[src/rtl/adc_cond_pkg.sv]
// Types and constants shared by the ADC conditioning blocks: FSM encodings,
// the ADC data width and the rail codes that mark a stuck sensor.
package adc_cond_pkg;

   localparam int ADC_W = 8;
   localparam logic [ADC_W-1:0] RAIL_LO = 8'h00;
   localparam logic [ADC_W-1:0] RAIL_HI = 8'hFF;

   typedef enum logic {WARMUP, RUN} top_state_e;
   typedef enum logic {DAY, NIGHT} night_state_e;

   function automatic logic is_rail(input logic [ADC_W-1:0] v);
      return (v == RAIL_LO) || (v == RAIL_HI);
   endfunction

endpackage

[src/rtl/adc_boxcar_avg.sv]
// One channel of the boxcar averager: circular window buffer plus running sum.
// avg_next_o is the average after the sample presented with load_i is folded in.
module adc_boxcar_avg
   import adc_cond_pkg::*;
#(
   parameter int AVG_LOG2 = 3
) (
   input  logic             clk,
   input  logic             rst,
   input  logic             load_i,
   input  logic [ADC_W-1:0] sample_i,
   output logic [ADC_W-1:0] avg_next_o
);

   localparam int DEPTH = 1 << AVG_LOG2;
   localparam int SUM_W = ADC_W + AVG_LOG2;

   logic [ADC_W-1:0]    buf_q [DEPTH];
   logic [AVG_LOG2-1:0] wptr_q;
   logic [SUM_W-1:0]    sum_q, sum_d;

   // The oldest entry is always part of sum_q, so the subtraction cannot underflow.
   assign sum_d      = sum_q + SUM_W'(sample_i) - SUM_W'(buf_q[wptr_q]);
   assign avg_next_o = sum_d[SUM_W-1:AVG_LOG2];

   always_ff @(posedge clk) begin
      if (rst) begin
         wptr_q <= '0;
         sum_q  <= '0;
         for (int i = 0; i < DEPTH; i++) buf_q[i] <= '0;
      end else if (load_i) begin
         wptr_q        <= wptr_q + 1'b1;
         sum_q         <= sum_d;
         buf_q[wptr_q] <= sample_i;
      end
   end

endmodule

[src/rtl/adc_signal_conditioner.sv]
// Decimates and averages the accelerator and CdS ADC channels, producing a
// dead-zoned throttle and a debounced day/night flag. Stuck-rail detection on
// sensor_fault is built only when ADC_COND_STUCK_DET_EN is defined.
module adc_signal_conditioner
   import adc_cond_pkg::*;
#(
   parameter int SAMPLE_DIV     = 50000,
   parameter int AVG_LOG2       = 3,
   parameter int ACCEL_DEADZONE = 8,
   parameter int NIGHT_ON_TH    = 60,
   parameter int NIGHT_OFF_TH   = 90,
   parameter int NIGHT_HOLD     = 100
) (
   input  logic             clk,
   input  logic             rst,
   input  logic [ADC_W-1:0] adc_accel,
   input  logic [ADC_W-1:0] adc_cds,
   output logic [ADC_W-1:0] accel_level,
   output logic [ADC_W-1:0] cds_avg,
   output logic             is_night,
   output logic             sample_valid,
   output logic             sensor_fault
);

   localparam int DEPTH  = 1 << AVG_LOG2;
   localparam int CNT_W  = $clog2(SAMPLE_DIV);
   localparam int FILL_W = AVG_LOG2 + 1;
   localparam int HOLD_W = $clog2(NIGHT_HOLD + 1);

   logic [CNT_W-1:0]  tick_cnt_q;
   logic              tick;
   logic [ADC_W-1:0]  accel_cap_q, cds_cap_q;
   logic              cap_vld_q;
   top_state_e        state_q, state_d;
   logic [FILL_W-1:0] fill_q, fill_d;
   night_state_e      night_q, night_d;
   logic [HOLD_W-1:0] hold_q, hold_d;
   logic              out_vld, qualify, fault_d;
   logic [ADC_W-1:0]  accel_avg_d, cds_avg_d, accel_dz_d;
   logic [ADC_W-1:0]  accel_level_q, cds_avg_q;
   logic              sample_valid_q, sensor_fault_q;

   assign tick = (tick_cnt_q == CNT_W'(SAMPLE_DIV - 1));

   always_ff @(posedge clk) begin
      if (rst) begin
         tick_cnt_q  <= '0;
         accel_cap_q <= '0;
         cds_cap_q   <= '0;
         cap_vld_q   <= 1'b0;
      end else begin
         tick_cnt_q <= tick ? '0 : tick_cnt_q + 1'b1;
         cap_vld_q  <= tick;
         if (tick) begin
            accel_cap_q <= adc_accel;
            cds_cap_q   <= adc_cds;
         end
      end
   end

   adc_boxcar_avg #(.AVG_LOG2(AVG_LOG2)) u_accel_avg (
      .clk        (clk),
      .rst        (rst),
      .load_i     (cap_vld_q),
      .sample_i   (accel_cap_q),
      .avg_next_o (accel_avg_d)
   );

   adc_boxcar_avg #(.AVG_LOG2(AVG_LOG2)) u_cds_avg (
      .clk        (clk),
      .rst        (rst),
      .load_i     (cap_vld_q),
      .sample_i   (cds_cap_q),
      .avg_next_o (cds_avg_d)
   );

   // Warm-up: the sample that fills the window is the first one published.
   always_comb begin
      state_d = state_q;
      fill_d  = fill_q;
      out_vld = 1'b0;
      if (cap_vld_q) begin
         case (state_q)
            WARMUP: begin
               fill_d = fill_q + 1'b1;
               if (fill_q == FILL_W'(DEPTH - 1)) begin
                  state_d = RUN;
                  out_vld = 1'b1;
               end
            end
            RUN:     out_vld = 1'b1;
            default: state_d = WARMUP;
         endcase
      end
   end

   always_comb begin
      night_d = night_q;
      hold_d  = hold_q;
      qualify = (night_q == DAY) ? (cds_avg_d < ADC_W'(NIGHT_ON_TH))
                                 : (cds_avg_d > ADC_W'(NIGHT_OFF_TH));
      if (out_vld) begin
         if (!qualify) begin
            hold_d = '0;
         end else if (hold_q >= HOLD_W'(NIGHT_HOLD - 1)) begin
            night_d = (night_q == DAY) ? NIGHT : DAY;
            hold_d  = '0;
         end else begin
            hold_d = hold_q + 1'b1;
         end
      end
   end

   assign accel_dz_d = (accel_avg_d > ADC_W'(ACCEL_DEADZONE)) ?
                       accel_avg_d - ADC_W'(ACCEL_DEADZONE) : '0;

`ifdef ADC_COND_STUCK_DET_EN
   localparam int STUCK_LIM = 4 << AVG_LOG2;
   localparam int STUCK_W   = $clog2(STUCK_LIM + 1);

   logic [STUCK_W-1:0] accel_stuck_q, accel_stuck_d, cds_stuck_q, cds_stuck_d;

   // Saturating run-length of consecutive rail captures per channel.
   always_comb begin
      accel_stuck_d = accel_stuck_q;
      cds_stuck_d   = cds_stuck_q;
      if (cap_vld_q) begin
         accel_stuck_d = !is_rail(accel_cap_q) ? '0 :
                         (accel_stuck_q == STUCK_W'(STUCK_LIM)) ? accel_stuck_q : accel_stuck_q + 1'b1;
         cds_stuck_d   = !is_rail(cds_cap_q) ? '0 :
                         (cds_stuck_q == STUCK_W'(STUCK_LIM)) ? cds_stuck_q : cds_stuck_q + 1'b1;
      end
   end

   assign fault_d = (accel_stuck_d == STUCK_W'(STUCK_LIM)) || (cds_stuck_d == STUCK_W'(STUCK_LIM));

   always_ff @(posedge clk) begin
      if (rst) begin
         accel_stuck_q <= '0;
         cds_stuck_q   <= '0;
      end else begin
         accel_stuck_q <= accel_stuck_d;
         cds_stuck_q   <= cds_stuck_d;
      end
   end
`else
   assign fault_d = 1'b0;
`endif

   always_ff @(posedge clk) begin
      if (rst) begin
         state_q        <= WARMUP;
         fill_q         <= '0;
         night_q        <= DAY;
         hold_q         <= '0;
         accel_level_q  <= '0;
         cds_avg_q      <= '0;
         sample_valid_q <= 1'b0;
         sensor_fault_q <= 1'b0;
      end else begin
         state_q        <= state_d;
         fill_q         <= fill_d;
         night_q        <= night_d;
         hold_q         <= hold_d;
         sample_valid_q <= out_vld;
         if (out_vld) begin
            accel_level_q  <= fault_d ? '0 : accel_dz_d;
            cds_avg_q      <= cds_avg_d;
            sensor_fault_q <= fault_d;
         end
      end
   end

   assign accel_level  = accel_level_q;
   assign cds_avg      = cds_avg_q;
   assign is_night     = (night_q == NIGHT);
   assign sample_valid = sample_valid_q;
   assign sensor_fault = sensor_fault_q;

endmodule

[config.mk]
export PLATFORM = sky130hd
export DESIGN_NAME = adc_signal_conditioner
export DESIGN_NICKNAME = d
export VERILOG_FILES = /design/src/rtl/adc_cond_pkg.sv /design/src/rtl/adc_boxcar_avg.sv /design/src/rtl/adc_signal_conditioner.sv
export SDC_FILE = /design/constraint.sdc
export NUM_CORES = 1
export LEC_CHECK = 0
export ABC_AREA = 1
export BUFFER_PORTS_ARGS = -buffer_cell sky130_fd_sc_hd__buf_4
export CORE_MARGIN = 2
export CORE_UTILIZATION = 30
export DETAILED_ROUTE_END_ITERATION = 6
export MAX_ROUTING_LAYER = met4
export PLACE_DENSITY = 0.43
export SLEW_MARGIN = 15
export SYNTH_ARGS = -nofsm -noshare
export SYNTH_HDL_FRONTEND = slang
export SYNTH_SLANG_ARGS = --single-unit
export TNS_END_PERCENT = 50
[constraint.sdc]
create_clock -name clk -period 3.9 [get_ports clk]
set_input_delay 0.78 -clock clk [delete_from_list [all_inputs] [get_ports clk]]
set_output_delay 0.78 -clock clk [all_outputs]
set_load 0.01 [all_outputs]
=== Word-level counts from Yosys, hierarchy flattened ===
Memory sizes are Yosys's and may differ from the RTL's. A register that Yosys moved wholly into a read port is not among the register bits.
Index checks and enable logic that the tools add are counted.

* Bits of input ports: 18
* Memories: 2
* Output and inout port bits: 19
* Memory bits (writable): 128
* Logic and storage cells: 63
* Flip-flop bits (word level): 91

* Add/subtract/negate cells: 10
* Eq/ne operators: 2
* Reduce and logical (&&, ||, !) cells: 5
* Order comparisons: 4
* Muxes and demuxes: 24
* Bitwise logic cells: 1

{| class="wikitable"
|+ Memory list
! memory !! words !! width !! rd ports !! clocked after Yosys merged registers in !! wr ports !! RTL line !! RTL
|-
| u_accel_avg.buf_q || 8 || 8 || 1 || 1 || 8 || adc_boxcar_avg.sv:18 || <nowiki>logic [ADC_W-1:0] buf_q [DEPTH];</nowiki>
|-
| u_cds_avg.buf_q || 8 || 8 || 1 || 1 || 8 || adc_boxcar_avg.sv:18 ||
|}

{| class="wikitable"
|+ Operators by type and width
! operator !! number
|-
| $mux W8 || 3
|-
| $add A11 B8 Y11 || 2
|-
| $sub A11 B8 Y11 || 2
|-
| $mux W3 || 6
|-
| $add A16 B1 Y16 const B || 1
|-
| $eq A16 B16 Y1 const B || 1
|-
| $reduce_or A8 Y1 || 2
|-
| $mux W7 || 2
|-
| $mux W1 || 12
|-
| $gt A8 B4 Y1 const B || 1
|-
| $gt A8 B7 Y1 const B || 1
|-
| $lt A8 B6 Y1 const B || 1
|-
| $sub A8 B4 Y8 const B || 1
|-
| $add A7 B1 Y7 const B || 1
|-
| $ge A7 B7 Y1 const B || 1
|-
| $add A3 B1 Y3 const B || 2
|-
| $add A4 B1 Y4 const B || 1
|-
| $eq A4 B3 Y1 const B || 1
|-
| $reduce_and A3 Y1 || 1
|-
| $pmux W1 S2 || 1
|-
| $reduce_and A2 Y1 || 1
|-
| $reduce_or A2 Y1 || 1
|-
| $not A1 Y1 || 1
|}

=== Longest topological paths before layout ===
Gate-level depths: netlist of run 1.

* Depth after elaboration: 5
* Depth in mapped cells: 24

=== Hierarchy ===
From an unflattened synthesis of run 1, not the netlist that was laid out.

* Cell total of the unflattened synthesis: 1377
* Area, all modules: 11591.1 µm²

{| class="wikitable"
|+ Modules (own cells, without submodules)
! module !! cells an instance !! sequential area each (µm²) !! instances !! area an instance (µm²)
|-
| adc_boxcar_avg (u_accel_avg) || 497 || 2262.2 || 1 || 4385.5
|-
| adc_boxcar_avg (u_cds_avg) || 498 || 2262.2 || 1 || 4379.2
|-
| adc_signal_conditioner || 382 || 1261.2 || 1 || 2826.5
|}

=== Worst setup path before layout of run 1 ===
No wires, ideal clock.

* Path kind: flip-flop to flip-flop
* Start: reg with a tool-made name
* End: reg accel_level_q[7] (netlist: accel_level[7])
* Path slack: 0.634 ns
* Library setup time: 0.113 ns
* Stages on the path, launching flop included: 22
* Required time: 3.787 ns
* Clock period less this slack: 3.266 ns
* Arrival: 3.153 ns
* Cells stage by stage: dfxtp_1 > inv_1 > clkbuf_1 > o21ai_0 > o22ai_1 > nor2_1 > a31oi_1 > fa_1 > inv_1 > fa_1 > nand3_1 > nand2_2 > a21oi_2 > xor2_2 > ha_1 > nand2_1 > nor2_1 > nand2_1 > nand2_1 > nor2_1 > nand3_1 > nand2_1

{| class="wikitable"
|+ RTL lines
! what !! RTL line !! RTL
|-
| end signal, assigned || adc_signal_conditioner.sv:167 || <nowiki>accel_level_q <= fault_d ? '0 : accel_dz_d;</nowiki>
|-
| end, declared || adc_signal_conditioner.sv:40 || <nowiki>logic [ADC_W-1:0] accel_level_q, cds_avg_q;</nowiki>
|}

==> key figures, run 1 <==
Worst setup path
  – Crit path top cell by count: nand2_1
  – Worst Setup Start Kind: register
  – Crit-path max cell delay: 520 ps
  – Crit Path Max Fanout: 24
  – Critical Path Stages: 21
  – Crit. End Element: register
  – Worst Path Arrival: 4030 ps
  – Crit path buf inv count: 3
  – FF-to-FF path depth: 21
  – CP Cell Sequence: inv_1 > buf_6 > o21ai_1 > o22ai_1 > nor2_1 > a31oi_1 > fa_1 > inv_1 > fa_1 > nand3_1 > nand2_2 > a21oi_4 > xor2_4 > ha_1 > nand2_1 > nor2_1 > nand2_1 > nand2_1 > nor2_1 > nand3_1 > nand2_1
  – Top Family by Delay on Critical Path: adder cells
  – WS Path Type: reg -> reg
  – WP data required: 4310 ps
  – Slowest-stage cell, CP: fa_1

STA
  – Final hold vios: 0
  – Final Cycle Share: 92.7%
  – Layout Skew: 17.8 ps
  – Max Freq: 277 MHz
  – Hold slack: 440 ps
  – Pins Over Slew Limit: 0
  – Worst slew pin tran: 948 ps
  – Min Clock Period, post-route: 3610 ps
  – Slew headroom: 36.8%
  – Setup Viol. Count Final: 0
  – Final worst setup slack: 285 ps
  – Setup_tns: 0 ps

Cells and area
  – Multi-input gate area: 4440 um^2
  – Area grow syn2layout: 18.1%
  – Sequential Area: 5790 um^2
  – Fillers: 3,730
  – Ant diodes: 0
  – Share of cells above drive strength 1: 11.7%
  – Finished Core Util: 35.7%
  – # nets final: 1,412

Clock tree
  – Clk_lat worst skew: 540 ps
  – # hold bufs at CTS: 0
  – CTS root buf: clkbuf_16
  – CTS tree: yes
  – Clk buf depth: 3
  – Clock transition at path regs: 60 ps
  – CTS H-tree lvls: 1
  – Num CTS Buffers: 27
  – Num Clock Sinks: 225

Floorplan
  – Die area: 38,100 um^2
  – Die Wd: 195 um
  – Starting Density: 30.2%
  – FP Rows: 70
  – I/O pin count: 37
  – Core area: 36,300 um^2
  – Chip Height: 195 um

Logic synthesis
  – Syn Inst Count: 1,282
  – Main synth FF type: edfxtp_1
  – Yosys warnings: 0
  – Area share of the largest cell type after synthesis: 35.0%
  – Synth Net Count: 1,344
  – Synthesized area: 11,000 um^2
  – Post-Syn Area per Cell: 8.56 um^2
  – Top-count cell post-synth: nor2_1
  – EDFF count, synth: 128
  – Leading area contributor after synthesis: edfxtp_1
  – Synth async-reset ratio: 0%
  – Seq/Total Area, Yosys: 52.7%
  – FF+latch count, synth: 225
  – Top cells by count, synth: 302 x nor2_1, 173 x nand2_1, 138 x inv_1
  – Synth area leaders: edfxtp_1 35%, dfxtp_1 18%, nor2_1 10%
  – Synth unique cells: 45

Run status
  – Status: complete, no violations

Routing
  – DRT Pass-1 Iters: 5
  – Via density: 4.64
  – Drt wl/cell: 16.1 um
  – Routed Antenna Nets: 0
  – Drt drc: 0
  – Final Routed Wirelength: 29,700 um
  – Via Count: 8,536
  – Drt initial violations: 581

Global route
  – Initial antenna violation count: 0
  – Vias in the first global route: 8,331
  – First-pass GRT wire length: 47,000 um
  – Total GRT Usage: 16.2%
  – Largest net degree at the start of global routing: 42
  – Grt ovf: 0

Placed design
  – Gpl congestion: 0.799
  – Count of input and output buffers: 35
  – Post-DP HPWL: 21,000 um
  – Setup WS pre-CTS: -5.55 ps

Power and ir drop
  – Leakage: 5.17 nW
  – VDD IR max: 0.309 mV
  – Final total power: 5.41 mW
  – Cell area power density: 417 nW/um^2

Run
  – Max cap viols: 0

Worst hold path
  – HP Class: in -> reg
  – Hold-critical path depth: 3
[cell families after synthesis]
family                     synth area share, %
AOI/OAI and AO/OA                         10.9
xor gates and xnor gates                  1.49
adders and majority gates                 6.11
buffers and inverters                     7.14
DFF                                       52.7
other                                   0.0342
and+or+nand+nor                           21.6
[area by class of cell]
type | instances | share of cell area [%]
Timing Repair inverter | 1 | 0.0386
Tap cell | 468 | 4.52
Timing Repair Buffer | 79 | 4.74
Inverter | 158 | 4.63
Clock buffer | 37 | 5.89
Multi-Input combinational cell | 858 | 34.2
Clock inverter | 13 | 1.31
Sequential cell | 225 | 44.6
[worst register-to-register path, delay by kind of cell (launching register included)]
| kind | cells | cell delay [ps] |
|---|---|---|
| compound gates | 4 | 560 |
| xor+xnor | 1 | 220 |
| fa+ha+maj | 3 | 1220 |
| buf+inv | 3 | 310 |
| flops | 1 | 370 |
| simple gates | 10 | 830 |
[metal layers]
layer / vias up / track usage (%) / wire (um)
li1: 4349 / - / -
met1: 3988 / 21.5 / 14100
met2: 157 / 25.3 / 13400
met3: 42 / 2.44 / 1240
met4: 0 / 5.43 / 893
met5: - / - / 0
[flip-flops by register name, summed over array words and instances (netlist names), named ones only]
register	flops
u_cds_avg.buf_q	64
u_cds_avg.wptr_q	3
cap_vld_q	1
sample_valid	1
hold_q	7
u_accel_avg.wptr_q	3
is_night	1
u_accel_avg.buf_q	64
u_cds_avg.sum_q	11
cds_avg	8
tick_cnt_q	16
fill_q	4
accel_level	8
state_q	1
u_accel_avg.sum_q	11
accel_cap_q	8
cds_cap_q	8
[timing repair]
item                                    CTS  global route
pin swaps                                 0             0
cloned                                    0             1
gates resized for setup                   2            13
setup buffers                             0             8
endpoints found under the hold margin     0             0
endpoints found under the setup margin    1            13
[where the power goes]
part | total (mW) | switching (mW) | internal [mW]
clock network | 2.64 | 1.01 | 1.63
registers | 2.59 | 0.0209 | 2.57
logic | 0.182 | 0.123 | 0.0586
total | 5.41 | 1.15 | 4.25
[final timing paths]
path	from	end	slack, ps
max	register	accel_level[7]	290
min	adc_cds[7]	cds_cap_q[7]	440
max reg2reg	register	accel_level[7]	290
min reg2reg	tick_cnt_q[0]	tick_cnt_q[0]	450
[cell usage in the layout, fill, tap and decap left out, types with 6 or more instances in the layout]
master     instances
clkbuf_16         27
clkinv_2           6
a31oi_1           19
nor2_1           302
nand3_1           49
a21oi_1           54
nand2_2            6
clkinv_1          17
o22ai_1           16
dfxtp_1           95
nand2_1          173
nor2_2             6
nand4_1           14
o21ai_0          118
inv_1            136
fa_1              15
xor2_1            12
ha_1              28
buf_4             74
edfxtp_1         128
[per-stage QoR]
stage | cells | cell area, um^2
6_report | 1839 | 13000
5_1_grt | 1839 | 13000
4_1_cts | 1830 | 12900
3_5_place_dp | 1780 | 11900
3_3_place_gp | 1780 | 11900
2_1_floorplan | 1282 | 11000
No activity file was read; power rests on OpenSTA's default activity.
==> inputs of run 2 (changes only) <==
- CORE_MARGIN: 2 -> 8
==> run 2 against run 1 <==
Against the previous run: final area fell by 0.82%; die area is 13% higher; worst setup slack gained 93 ps; flip-flop and latch count stayed put; power decreased by 0.77%; critical path type unchanged; highest routed layer unchanged.
==> key figures, run 2 (synthesis gave the netlist of run 1 again) <==
Run status
  – Status: complete, no violations

Cells and area
  – Largest regs: u_accel_avg.buf_q: 64 flops, u_cds_avg.buf_q: 64 flops, tick_cnt_q: 16 flops
  – Share of cells above drive strength 1: 10.8%
  – Most frequent cells in the layout: 302 x nor2_1, 173 x nand2_1, 138 x inv_1, 128 x edfxtp_1, 121 x o21ai_0
  – Final Instance Area: 12,900 um^2
  – Ant diodes: 0
  – # nets final: 1,404
  – Area grow syn2layout: 17.2%
  – Most common cell after layout, fill and taps aside: nor2_1
  – Final non-filler cell total: 1,831

Routing
  – Drt drc: 0
  – DRT Pass-1 Iters: 5
  – Final Routed Wirelength: 30,400 um
  – Via Count: 8,544
  – Drt initial violations: 588
  – Drt wl/cell: 16.6 um
  – Via density: 4.67
  – Routed Antenna Nets: 0

Floorplan
  – Die Wd: 207 um
  – FP Rows: 70
  – Starting Density: 30.2%
  – Die area: 43,000 um^2
  – Chip Height: 207 um
  – Core area: 36,300 um^2
  – I/O pin count: 37

Clock tree
  – Clk buf depth: 3
  – CTS tree: yes
  – Num CTS Buffers: 28
  – CTS root buf: clkbuf_16
  – # hold bufs at CTS: 0
  – CTS H-tree lvls: 1
  – Num Clock Sinks: 225
  – Clock transition at path regs: 60 ps
  – Clk_lat worst skew: 550 ps

Worst setup path
  – Crit. End Element: register
  – Worst Setup Start Kind: register
  – Setup slack, reg-to-reg: 380 ps
  – Worst Path Arrival: 3960 ps
  – Crit Path Max Fanout: 8
  – WP data required: 4340 ps
  – WS Path Type: reg -> reg

Power and ir drop
  – VDD IR max: 0.309 mV
  – Cell area power density: 417 nW/um^2
  – Leakage: 5.11 nW
  – Final total power: 5.37 mW

STA
  – Setup_tns: 0 ps
  – Slew headroom: 46.8%
  – Setup Viol. Count Final: 0
  – Min Clock Period, post-route: 3520 ps
  – Pins Over Slew Limit: 0
  – Final Cycle Share: 90.3%
  – Hold slack: 433 ps
  – Layout Skew: 15.1 ps
  – Max Freq: 284 MHz
  – Worst slew pin tran: 795 ps
  – Final hold vios: 0

Placed design
  – Post-Place Cells: 1,778
  – Count of input and output buffers: 35
  – Post-DP HPWL: 21,200 um
  – Placement Cell Area: 11,900 um^2
  – Gpl congestion: 0.820

Run
  – Max cap viols: 0

Global route
  – Vias in the first global route: 8,367
  – Largest net degree at the start of global routing: 41
  – Grt ovf: 0
  – First-pass GRT wire length: 48,100 um
  – Initial antenna violation count: 0
  – Total GRT Usage: 14.4%

Worst hold path
  – Hold path start: adc_cds[7]
  – HP Class: in -> reg
[run 2: cell types whose count changed in the layout (fill, tap and decap cells not counted), moves of 3 or more]
cell,previous run,this run
buf_4,74,69
o21ai_0,118,121
clkbuf_8,5,1
o21ai_1,5,2
clkinv_1,17,22
[run 2: critical path: stages, from the launching register on]
cell and delay (ps):
dfxtp_1 320, inv_1 170, buf_4 180, nor2_1 40, o22ai_1 190, nor2_1 60
a31oi_1 210, fa_1 460, inv_1 70, ha_1 290, a21oi_2 190, nand2_2 90
a21oi_2 170, xor2_2 260, ha_2 250, nand2_1 50, nor2_1 120, nand2_1 60
nand2_1 50, nor2_1 40, nand3_1 60, nand2_1 70
[run 2: routing by layer]
metal / wire, um / vias up / track usage [%] / share of wire (%)
met5: 0 / - / - / 0
met4: 661 / 0 / 3.28 / 2.2
met3: 1120 / 39 / 2.25 / 3.7
met2: 14200 / 132 / 23.3 / 47
met1: 14400 / 4041 / 18.7 / 47
li1: - / 4332 / - / -
[run 2: cell type report]
type / instances / area [um^2]
Clock buffer: 34 / 754
Clock inverter: 17 / 164
Fill cell: 3807 / 23500
Inverter: 158 / 593
Multi-Input combinational cell: 858 / 4430
Sequential cell: 225 / 5790
Tap cell: 468 / 586
Timing Repair Buffer: 71 / 549
[run 2: timing repair]
action                     4_1_cts  5_1_grt
buffers inserted                 0        2
setup endpoints to repair        0        7
gates resized for setup          0        6
[run 2: power breakdown]
group	internal, mW	switching, mW	leakage [nW]
sequential	2.57	0.0245	2.02
combinational	0.0594	0.123	2.66
clock	1.56	1.03	0.441
total	4.19	1.17	5.11
[run 2: stage by stage]
step | setup slack, ps | utilization (%)
after floorplan | 634 | -
after global placement | 277 | 32.7
after detailed placement | 292 | 32.7
after CTS | 284 | 35.3
after global routing | -4.49 | 35.4
final | 378 | 35.4
[run 2: final timing paths]
path / endpoint / cells after the start
min: cds_cap_q[7] / 3
min reg2reg: tick_cnt_q[0] / 1
max: accel_level[7] / 21
max reg2reg: accel_level[7] / 21
==> inputs of run 3 (changes only) <==
- ABC_AREA: 1 -> 0
- CORE_MARGIN: 8 -> 2
==> run 3 against run 2 <==
Against the previous run: the flow now finishes with violations (setup timing); combinational power increased by 23%; flip-flop and latch count is the same; final area is 10% higher; clock-buffer cell count shrank 3; largest power group unchanged; highest routed layer unchanged.
==> key figures, run 3 <==
Floorplan
  – Starting Density: 30.5%
  – Die Wd: 197 um
  – Chip Height: 197 um
  – I/O pin count: 37
  – FP Rows: 70
  – Die area: 38,800 um^2
  – Core area: 36,600 um^2

Worst setup path
  – Crit. End Element: register
  – Top Family by Delay on Critical Path: adder cells
  – Crit path top cell by count: buf_4
  – WS Path Type: reg -> reg
  – Crit path buf inv count: 5
  – Crit Path Max Fanout: 8
  – FF-to-FF path depth: 17
  – Worst Setup Start Kind: register
  – Reg2reg end: hold_q[3]
  – Critical Path Stages: 17
  – WP data required: 4360 ps
  – Crit-path max cell delay: 500 ps
  – CP Cell Sequence: buf_12 > mux4_2 > mux2_4 > fa_1 > inv_2 > fa_2 > a211oi_4 > buf_6 > o21ai_2 > xor2_2 > buf_4 > buf_4 > nand4_1 > a31o_2 > nand3_4 > or3_4 > o221ai_2
  – Worst Path Arrival: 4620 ps
  – Slowest-stage cell, CP: mux4_2
  – Setup slack, reg-to-reg: -260 ps

Placed design
  – Gpl congestion: 0.762
  – Post-DP HPWL: 20,300 um
  – Count of input and output buffers: 35

Routing
  – Drt initial violations: 461
  – Via density: 4.77
  – Via Count: 7,664
  – Routed Antenna Nets: 0
  – Drt wl/cell: 17.9 um
  – DRT Pass-1 Iters: 4
  – Final Routed Wirelength: 28,800 um
  – Drt drc: 0

Clock tree
  – Clk_lat worst skew: 540 ps
  – Num CTS Buffers: 27
  – Clock transition at path regs: 60 ps
  – CTS tree: yes
  – CTS root buf: clkbuf_16
  – Clk buf depth: 3
  – # hold bufs at CTS: 0
  – Num Clock Sinks: 225
  – CTS H-tree lvls: 1

STA
  – Min Clock Period, post-route: 4160 ps
  – Max Freq: 241 MHz
  – Final hold vios: 0
  – Setup Viol. Count Final: 15
  – Final Cycle Share: 107%
  – Layout Skew: 10.2 ps
  – RSZ-0062 raised after global routing: true
  – Slew headroom: 48.6%
  – Pins Over Slew Limit: 0
  – Final worst setup slack: -257 ps
  – Setup_tns: -1910 ps
  – Worst slew pin tran: 771 ps

Logic synthesis
  – EDFF count, synth: 128
  – Leading area contributor after synthesis: edfxtp_1
  – Post-Syn Area per Cell: 11.4 um^2
  – Yosys warnings: 0
  – Synth Net Count: 1,041
  – Top cells by count, synth: 128 x edfxtp_1, 111 x nor2_1, 97 x dfxtp_1
  – Main synth FF type: edfxtp_1
  – Top-count cell post-synth: edfxtp_1
  – Area share of the largest cell type after synthesis: 34.4%
  – Seq/Total Area, Yosys: 51.8%
  – Synthesized area: 11,200 um^2
  – Syn Inst Count: 979
  – Synth unique cells: 68
  – Synth area leaders: edfxtp_1 34%, dfxtp_1 17%, mux4_2 6.5%
  – Synth async-reset ratio: 0%
  – FF+latch count, synth: 225

Cells and area
  – Area grow syn2layout: 26.8%
  – Ant diodes: 0
  – Most common cell after layout, fill and taps aside: buf_4
  – Most frequent cells in the layout: 148 x buf_4, 128 x edfxtp_1, 110 x nor2_1, 94 x dfxtp_1, 65 x inv_1
  – Share of cells above drive strength 1: 29.9%
  – Largest regs: u_accel_avg.buf_q: 64 flops, u_cds_avg.buf_q: 64 flops, tick_cnt_q: 16 flops
  – # nets final: 1,180

Run
  – Max cap viols: 0

Worst hold path
  – HP Class: reg -> reg
  – Hold path start: cds_avg[3]
  – Hold-critical path depth: 2
  – Hold Path Sink: cds_avg[3]

Run status
  – Failing checks: setup timing
  – Status: complete, but fails checks

Global route
  – First-pass GRT wire length: 46,100 um
  – Initial antenna violation count: 0
  – Total GRT Usage: 15.7%
  – Largest net degree at the start of global routing: 33
  – Grt ovf: 0
  – Vias in the first global route: 7,918

Power and ir drop
  – Cell area power density: 374 nW/um^2
  – VDD IR max: 0.297 mV
  – Leakage: 5.34 nW
  – Final total power: 5.30 mW
## run 3: through the flow
step	setup slack, ps	instances	util [%]	area [um^2]	hold WS, ps
3_3_place_gp	-220	1538	34.8	12800	448
4_1_cts	-250	1602	37.9	13900	447
3_5_place_dp	-280	1538	34.8	12800	452
2_1_floorplan	-156	979	-	11300	430
5_1_grt	-404	1607	38.7	14200	457
6_report	-257	1607	38.7	14200	460
## run 3: power breakdown
part,total [mW],internal (mW),switching [mW],leakage (nW)
Sequential,2.57,2.55,0.0212,2.09
Clock,2.50,1.48,1.03,0.433
Combinational,0.224,0.105,0.119,2.82
Total,5.30,4.13,1.17,5.34
## run 3: how the worst max path moves through the flow
stage | startpoint | slack, ps | end
after floorplan | register | -160 | hold_q[3]
after global placement | register | -220 | hold_q[3]
after global routing | register | -400 | hold_q[3]
final | register | -260 | hold_q[3]
after detailed placement | register | -280 | hold_q[3]
after CTS | register | -250 | hold_q[3]
## run 3: tightest hold or removal path: cells and delay by family, from the launching register on
family	cells	cell delay (ps)
DFF	1	310
and+or+nand+nor	1	50
AOI/OAI and AO/OA	1	50
## run 3: kinds of logic (layout without fill, tap and decap cells)
kind of cell / Yosys count / count (layout) / synth area share, %
AOI/OAI and AO/OA: 87 / 87 / 6.46
xor gates and xnor gates: 38 / 38 / 2.98
adders and majority gates: 44 / 44 / 6.01
buffers and inverters: 129 / 289 / 4.44
DFF: 225 / 225 / 51.8
muxes: 82 / 82 / 11.1
other: 1 / 1 / 0.0336
and+or+nand+nor: 373 / 373 / 17.1
## run 3: cell type report
type / count / area [um^2]
clock inverters: 19 / 186
fillers: 3627 / 22500
flip-flops and latches: 225 / 5790
clock buffers: 31 / 691
inverters: 77 / 289
multi-input cells: 625 / 5270
well taps: 468 / 586
repair buffers: 162 / 1340
## run 3: timing repair
action,4_1_cts,5_1_grt
setup endpoints to repair,16,20
pin swaps,25,39
cloned,0,0
resized for setup,24,43
buffers inserted,14,6
## run 3: routing by layer
layer	track usage, %	up-vias	part of all wire, %	wire length, um
li1	-	3785	-	-
met2	25.8	117	48	13900
met1	21.0	3730	47	13400
met5	-	-	0	0
met4	2.98	0	1.5	422
met3	2.14	32	3.7	1060
